===== config.mk =====
export PLATFORM = sky130hd
export DESIGN_NAME = sort4_frame_ser
export DESIGN_NICKNAME = d
export VERILOG_FILES = /design/src/rtl/sort4_frame_ser.sv
export SDC_FILE = /design/constraint.sdc
export NUM_CORES = 1
export LEC_CHECK = 0
export CORE_MARGIN = 4
export CORE_UTILIZATION = 48
export CTS_BUF_LIST = sky130_fd_sc_hd__clkbuf_8
export DETAILED_ROUTE_END_ITERATION = 10
export GPL_TIMING_DRIVEN = 0
export PLACE_DENSITY = 0.78
export SLEW_MARGIN = 20
export SYNTH_ARGS = -nofsm -noshare
export SYNTH_HDL_FRONTEND = slang
export SYNTH_SLANG_ARGS = --single-unit

===== constraint.sdc =====
create_clock -name clk -period 2.1 [get_ports clk]
set_clock_uncertainty 0.2 [all_clocks]
set_input_delay 0.315 -clock clk [delete_from_list [all_inputs] [get_ports clk]]
set_output_delay 0.315 -clock clk [all_outputs]
set_load 0.01 [all_outputs]

===== src/rtl/sort4_frame_ser.sv =====
// Serialises a snapshot of four sorted entries into a first/last-marked byte frame on a valid/ready stream.
// Optional trailing checksum byte when CHKSUM_EN is defined (default build: 4-byte frame, no CSUM state).
module sort4_frame_ser #(
   parameter int W   = 8,
   parameter bit ASC = 1'b0
) (
   input  logic         clk,
   input  logic         reset,
   input  logic         load,
   input  logic [W-1:0] ra,
   input  logic [W-1:0] rb,
   input  logic [W-1:0] rc,
   input  logic [W-1:0] rd,
   output logic [W-1:0] dout,
   output logic         dout_valid,
   input  logic         dout_ready,
   output logic         dout_first,
   output logic         dout_last,
   output logic         busy,
   output logic         ord_err,
   output logic [7:0]   frame_cnt,
   output logic [1:0]   dbg_state_o
);

   // Stream handshake: a byte moves on a rising edge where dout_valid & dout_ready;
   // while dout_valid is high and dout_ready is low, dout/first/last hold unchanged.

   localparam logic [1:0] IDLE = 2'd0;
   localparam logic [1:0] SEND = 2'd1;
`ifdef CHKSUM_EN
   localparam logic [1:0] CSUM = 2'd2;
`endif

   logic [1:0]   state_q, state_d;
   logic [1:0]   idx_q, idx_d;
   logic [W-1:0] snap_q [4];
   logic [W-1:0] snap_d [4];
   logic [W-1:0] dout_q, dout_d;
   logic         valid_q, valid_d;
   logic         first_q, first_d;
   logic         last_q, last_d;
   logic         ord_err_q, ord_err_d;
   logic [7:0]   frame_cnt_q, frame_cnt_d;

   logic         transfer;
   logic [1:0]   nxt_idx;
   logic [1:0]   nxt_sel;
`ifdef CHKSUM_EN
   logic [W-1:0] csum;
`endif

   assign transfer = valid_q & dout_ready;
   assign nxt_idx  = idx_q + 2'd1;
   // Snapshot slot 0 holds ra; ascending order walks the slots backwards.
   assign nxt_sel  = ASC ? (2'd3 - nxt_idx) : nxt_idx;
`ifdef CHKSUM_EN
   assign csum     = snap_q[0] + snap_q[1] + snap_q[2] + snap_q[3];
`endif

   always_comb begin
      state_d     = state_q;
      idx_d       = idx_q;
      snap_d      = snap_q;
      dout_d      = dout_q;
      valid_d     = valid_q;
      first_d     = first_q;
      last_d      = last_q;
      ord_err_d   = ord_err_q;
      frame_cnt_d = frame_cnt_q;

      case (state_q)
         IDLE: begin
            if (load) begin
               snap_d[0] = ra;
               snap_d[1] = rb;
               snap_d[2] = rc;
               snap_d[3] = rd;
               idx_d     = 2'd0;
               state_d   = SEND;
               valid_d   = 1'b1;
               dout_d    = ASC ? rd : ra;
               first_d   = 1'b1;
               last_d    = 1'b0;
               ord_err_d = (ra < rb) | (rb < rc) | (rc < rd);
            end
         end
         SEND: begin
            if (transfer) begin
               if (idx_q != 2'd3) begin
                  idx_d   = nxt_idx;
                  dout_d  = snap_q[nxt_sel];
                  first_d = 1'b0;
`ifdef CHKSUM_EN
                  last_d  = 1'b0;
`else
                  last_d  = (nxt_idx == 2'd3);
`endif
               end else begin
`ifdef CHKSUM_EN
                  state_d = CSUM;
                  dout_d  = csum;
                  first_d = 1'b0;
                  last_d  = 1'b1;
`else
                  state_d     = IDLE;
                  valid_d     = 1'b0;
                  last_d      = 1'b0;
                  frame_cnt_d = frame_cnt_q + 8'd1;
`endif
               end
            end
         end
`ifdef CHKSUM_EN
         CSUM: begin
            if (transfer) begin
               state_d     = IDLE;
               valid_d     = 1'b0;
               last_d      = 1'b0;
               frame_cnt_d = frame_cnt_q + 8'd1;
            end
         end
`endif
         default: begin
            state_d = IDLE;
            valid_d = 1'b0;
            first_d = 1'b0;
            last_d  = 1'b0;
         end
      endcase
   end

   always_ff @(posedge clk) begin
      if (!reset) begin
         state_q     <= IDLE;
         idx_q       <= 2'd0;
         for (int i = 0; i < 4; i++) snap_q[i] <= '0;
         dout_q      <= '0;
         valid_q     <= 1'b0;
         first_q     <= 1'b0;
         last_q      <= 1'b0;
         ord_err_q   <= 1'b0;
         frame_cnt_q <= 8'd0;
      end else begin
         state_q     <= state_d;
         idx_q       <= idx_d;
         snap_q      <= snap_d;
         dout_q      <= dout_d;
         valid_q     <= valid_d;
         first_q     <= first_d;
         last_q      <= last_d;
         ord_err_q   <= ord_err_d;
         frame_cnt_q <= frame_cnt_d;
      end
   end

   assign dout        = dout_q;
   assign dout_valid  = valid_q;
   assign dout_first  = first_q;
   assign dout_last   = last_q;
   assign busy        = (state_q != IDLE);
   assign ord_err     = ord_err_q;
   assign frame_cnt   = frame_cnt_q;
   assign dbg_state_o = state_q;

endmodule

==> results of run 1 <==
-- cell usage in the layout, fill, tap and decap left out, types with 7 or more instances in the layout --
cell             netlist  final
a21boi_0              32     32
and2_1                 8      8
buf_2                  9      7
buf_4                  6      7
clkdlybuf4s50_1        0     56
dfxtp_1               54     53
ha_1                  24     24
inv_1                 22     23
nand2_1               77     77
nor2_1                13     13
-- registers in the layout, indices dropped and copies added, names as in the netlist --
name        count
snap_q         32
dout            8
frame_cnt       8
idx_q           2
dout_first      1
dout_last       1
dout_valid      1
ord_err         1
-- routing by layer --
layer  vias to the layer above  GRT usage
met2                        88      0.325
met3                         8     0.0336
li1                       1272          -
met4                         0     0.0676
met5                         -          0
met1                      1138      0.268
-- power groups by stage --
stage                     clock (uW)  combinational, uW  sequential (uW)
after floorplan                    0                243             1140
after global placement             0                448             1140
after detailed placement           0                457             1140
after CTS                        559                461             1120
after global routing             607                509             1120
final                            554                459             1120
-- worst max-delay path: cells and delay by family, from the launching register on --
family                     cells  cell delay (ns)
muxes                          2             0.70
DFF                            1             0.35
adders and majority gates      1             0.28
buffers and inverters          3             0.27
AOI/OAI and AO/OA              1             0.09
-- synthesized netlist by cell type (all sizes together) (2+ instances only) --
library cell / count
nand2: 77
dfxtp: 54
a21boi: 33
ha: 24
inv: 22
buf: 16
nor2: 13
and2: 8
a21oi: 6
clkbuf: 6
nand3: 6
o21ai: 6
o221ai: 6
mux4: 5
mux2: 4
mux2i: 4
o2111a: 4
xnor2: 4
a211oi: 3
nand4: 3
nor2b: 3
nor3b: 3
o211ai: 3
o22ai: 3
xor2: 3
a21o: 2
and3: 2
nand2b: 2
nor3: 2
o2111ai: 2
o21a: 2
-- metrics by stage --
stage / TNS (ns) / worst slack, ns / utilization
final: 0 / 0.0978 / 0.621
after global routing: 0 / 0.0164 / 0.621
after CTS: 0 / 0.0467 / 0.620
after detailed placement: -0.571 / -0.271 / 0.605
after global placement: -0.453 / -0.225 / 0.605
after floorplan: 0 / 0.00751 / -
-- cell families after synthesis --
group           Yosys count
other cells               1
flops                    54
buf+inv                  44
simple gates            122
mux                      13
fa+ha+maj                24
xor+xnor                  7
compound gates           71
-- how the worst max path moves through the flow --
stage	slack, ns	endpoint	from	cells past startpoint
finish	0.1	dout[7]	idx_q[0]	7
global route	0.02	dbg_state_o[0]	dout_valid	2
CTS	0.05	dout[7]	idx_q[0]	7
global placement	-0.22	dout[7]	idx_q[0]	8
floorplan	0.008	dout[7]	idx_q[0]	8
detailed placement	-0.27	dout[7]	idx_q[0]	8
-- final cells by class --
cell class,instances,area [sq um],share of cell area
Buffer,21,125,0.0340
Tap cell,75,93.8,0.0255
Inverter,22,82.6,0.0225
Clock buffer,5,68.8,0.0187
Multi-Input combinational cell,238,1640,0.447
Timing Repair Buffer,57,568,0.155
Sequential cell,54,1080,0.294
Clock inverter,2,11.3,0.00306
-- repair_timing --
action / 4_1_cts / 5_1_grt
endpoints found under the setup margin: 2 / 1
setup buffers: 1 / 0
gates resized for setup: 3 / 2
pin swaps: 0 / 0
==> results_dict.tcl, run 1 <==
set metrics [dict create \
    synth_top_family_by_area "simple AND/OR/NAND/NOR gates" \
    yosys-mux-area-fraction 0.0675 \
    drt-total-wl_um 7040 \
    synth_fa_ha_area_frac 0.103 \
    hpwl_um 5530 \
    ctsHtreeMaxLevel 2 \
    worst-r2r-setup-slack_ns 0.1 \
    antenna_cells 0 \
    cp-start-kind "register" \
    fin_nets 459 \
    cap_violations 0 \
    clockBufferDepth 2 \
    grt_max_degree 16 \
    whs_ns 0.258 \
    fmax_mhz 499 \
    synth_compound_area_frac 0.179 \
    ios 59 \
    min_from "reset" \
    synth_nets 396 \
    syn_to_final_growth_pct 25.6 \
    async_flop_share 0 \
    cts_tree "yes" \
    slew_viol_final 0 \
    pwr-share-seq 0.524 \
    setup_violations 0 \
    wire_per_inst_um 14.8 \
    clk_pin_slew_ns 0.08 \
    required_ns 2.10 \
    endpoint_kind "register" \
    netlist.area_leader.share 0.369 \
    p_int_uw 1540 \
    synthFlopType "dfxtp_1" \
    critical_path.slowest_cell "mux4_2" \
    wl_met1_um 3040 \
    crit_type "reg -> reg" \
    holdPathStages 2 \
    synth_warnings 0 \
    r2r_end "dout[7]" \
    rows 28 \
    numClockSinks 54 \
    route.met2.wl_um 3360 \
    hold_end "snap_q[5]" \
    place_area_sq_um 3580 \
    combPwrFrac 0.215 \
    hold_class "in -> reg" \
    dieArea_sq_um 7410 \
    vias_per_cell 5.29 \
    seq_area_frac_synth 0.369 \
    initial_core_util 0.495 \
    cp_common_cell "buf_6" \
    period_share 0.953 \
    post-route-drc-count 0 \
    synth_edf_count 0 \
    power_density_nw_per_um2 579 \
    fp.dieW_um 86.1 \
    synth_cell_types 41 \
    swShare 0.275 \
    reg2reg_from "idx_q[0]" \
    grt_pass1_vias 2356 \
    fillers 542 \
    groute.usage.overall 0.200 \
    dp_cells 467 \
    clockPowerShare 0.260 \
    final_area_sq_um 3680 \
    peakVddDrop_v 0.000317 \
    drtAntennaViolNets 0 \
    cts-root-buf "clkbuf_8" \
    die_height_um 86.1 \
    synth.area.top_cells "dfxtp_1 (37%), ha_1 (10%), nand2_1 (9.9%), a21boi_0 (8.2%), mux4_2 (3.8%)" \
    synth-xor-area-share 0.0209 \
    synth_area_per_cell_sq_um 8.71 \
    synth_seq_cells 54 \
    antenna_found_initial 0 \
    synth.cell_area_sq_um 2930 \
    cp.arrival_ns 2.00 \
    fp.coreArea_sq_um 5920 \
    reg2reg_depth 7 \
    holdBufCountCts 0 \
    finalNonFillerCells 474 \
    met3_length_um 515 \
    num_vias 2506 \
    critPathMaxStageDelay_ns 0.51 \
    min_period_ns 2.00 \
    cp_cell_sequence "buf_6, inv_1, ha_1, buf_6, mux4_2, mux2i_2, a21oi_1" \
    yosys.area_share.simple 0.188 \
    power.switching_uw 586 \
    path_max_fanout 10 \
    netlist_instances 336 \
    grt_first_pass_wirelength_um 11500 \
    gp_congestion 0.861 \
    cts_buffers 5 \
    routed.top_layer "met4" \
    gr-total-overflow 0 \
    status "complete, no violations" \
    drt-pass1-iter-count 4 \
    drive_above_1_share 0.0952 \
    yosysTopAreaCell "dfxtp_1" \
    clkLatencyLatePin_ns 0.31 \
    rsz0062_at_grt "false" \
    hold_viol_final 0 \
    io_buffers 56 \
    total_power_uw 2130 \
    first_iter_violations 130 \
    p_leak_uw 0.00152 \
]
No activity file was read; power rests on OpenSTA's default activity.
==> inputs of run 2 (changes only) <==
--- a/config.mk
+++ b/config.mk
@@ -5,7 +5,7 @@
 export SDC_FILE = /design/constraint.sdc
 export NUM_CORES = 1
 export LEC_CHECK = 0
-export CORE_MARGIN = 4
+export CORE_MARGIN = 1.5
 export CORE_UTILIZATION = 48
 export CTS_BUF_LIST = sky130_fd_sc_hd__clkbuf_8
 export DETAILED_ROUTE_END_ITERATION = 10
==> run 2 against run 1 <==
First-iteration DRC count rose by 21%. Non-clock buffer count rose by 5. Sequential power barely moved. Total power rose by 2.5%. Register-to-register slack got worse by 0.02 ns. Count of clock-buffer cells in the layout rose by 1. Combinational power rose by 6.3%. Critical path depth did not move. Critical path type unchanged. Critical endpoint unchanged. Largest cell class unchanged. Highest routed layer unchanged.
==> results_dict.tcl, run 2 (synthesis gave the netlist of run 1 again) <==
set metrics [dict create \
    slew_viol_final 0 \
    min_period_ns 2.02 \
    syn_to_final_growth_pct 27.9 \
    drive_above_1_share 0.109 \
    antenna_found_initial 0 \
    numClockSinks 54 \
    largest_reg_flops 32 \
    setup_violations 0 \
    rows 28 \
    combPwrFrac 0.223 \
    swShare 0.271 \
    p_leak_uw 0.00155 \
    fillers 525 \
    peakVddDrop_v 0.000356 \
    clockBufferDepth 2 \
    crit_start "idx_q[0]" \
    cts_tree "yes" \
    fin_setup_tns_ns 0 \
    period_share 0.962 \
    status "complete, no violations" \
    fp.dieW_um 81.1 \
    hold_end "snap_q[25]" \
    post-place-ws_ns -0.336 \
    worst_pin_slew_ns 0.513 \
    crit_type "reg -> reg" \
    gr-total-overflow 0 \
    fp.coreArea_sq_um 5920 \
    io_buffers 56 \
    hold_class "reg -> reg" \
    fin_nets 464 \
    cts_buffers 5 \
    cp.arrival_ns 2.02 \
    power.switching_uw 592 \
    ctsHtreeMaxLevel 2 \
    clkLatencyLatePin_ns 0.31 \
    cap_violations 0 \
    initial_core_util 0.495 \
    reg2reg_from "idx_q[0]" \
    groute.usage.overall 0.250 \
    grt_max_degree 15 \
    holdBufCountCts 0 \
    cp-start-kind "register" \
    vias_per_cell 5.52 \
    drtAntennaViolNets 0 \
    min_from "snap_q[25]" \
    drt-pass1-iter-count 4 \
    holdPathStages 2 \
    layout.cells.most_common "nand2_1" \
    dieArea_sq_um 6580 \
    die_height_um 81.1 \
    top_register "snap_q" \
    first_iter_violations 157 \
    layout_common_cells "nand2_1 (77), clkdlybuf4s50_1 (56), dfxtp_1 (53)" \
    whs_ns 0.262 \
    total_power_uw 2180 \
    relSlewSlack 0.658 \
    endpoint_kind "register" \
    ios 59 \
    wire_per_inst_um 15.9 \
    clk_pin_slew_ns 0.08 \
    fmax_mhz 495 \
    power_density_nw_per_um2 583 \
    gp_congestion 0.874 \
    rsz0062_at_grt "false" \
    antenna_cells 0 \
    post-route-drc-count 0 \
    pwr-share-seq 0.512 \
    clockPowerShare 0.264 \
    r2r_end "dout[7]" \
    path_max_fanout 4 \
    hold_viol_final 0 \
    grt_pass1_vias 2545 \
    drt-total-wl_um 7590 \
    cts-root-buf "clkbuf_8" \
    hpwl_um 5730 \
    p_int_uw 1590 \
    required_ns 2.10 \
    reg2reg_depth 7 \
    num_vias 2638 \
    worst-r2r-setup-slack_ns 0.08 \
    grt_first_pass_wirelength_um 12300 \
    final.setup.worst_slack_ns 0.0803 \
]
## run 2: final cells by class
type                    instances  area (sq um)  area share
multi-input cells             238          1660       0.442
flip-flops and latches         54          1080       0.289
repair buffers                 62           618       0.165
plain buffers                  21           129      0.0344
well taps                      75          93.8      0.0251
clock buffers                   6          82.6      0.0221
inverters                      22          82.6      0.0221
## run 2: metal layers
layer | track usage | share of wire
met5 | 0 | 0
met4 | 0.0948 | 0.014
met3 | 0.0348 | 0.059
met2 | 0.423 | 0.48
met1 | 0.321 | 0.45
## run 2: power by group through the flow
stage	Clock [uW]	Sequential (uW)	Combinational (uW)
after CTS	590	1120	482
after global routing	623	1120	538
after floorplan	0	1140	243
after global placement	0	1140	448
after detailed placement	0	1140	460
final	576	1120	488
## run 2: worst max path at each step
stage | endpoint | slack [ns] | cells after the start
final | dout[7] | 0.08 | 7
after global routing | dout[7] | 0.006 | 7
after CTS | dout[7] | 0.001 | 8
after detailed placement | dout[7] | -0.34 | 8
after global placement | dout[7] | -0.23 | 8
after floorplan | dout[7] | 0.008 | 8
## run 2: timing repair
item / CTS / global route
buffers inserted: 5 / 1
resized for setup: 5 / 2
endpoints found under the setup margin: 7 / 5
## run 2: per-stage QoR
stage,util,std cells,area [sq um]
after floorplan,-,336,2930
after global placement,0.605,467,3580
after detailed placement,0.605,467,3580
after CTS,0.630,478,3730
after global routing,0.633,478,3740
final,0.633,478,3740
## run 2: worst max-delay path, stage by stage (launching register included)
cell and delay, ns:
dfxtp_2 0.34, buf_6 0.11, buf_8 0.09, inv_1 0.06
ha_4 0.31, mux4_2 0.53, mux2i_2 0.19, a21oi_1 0.09
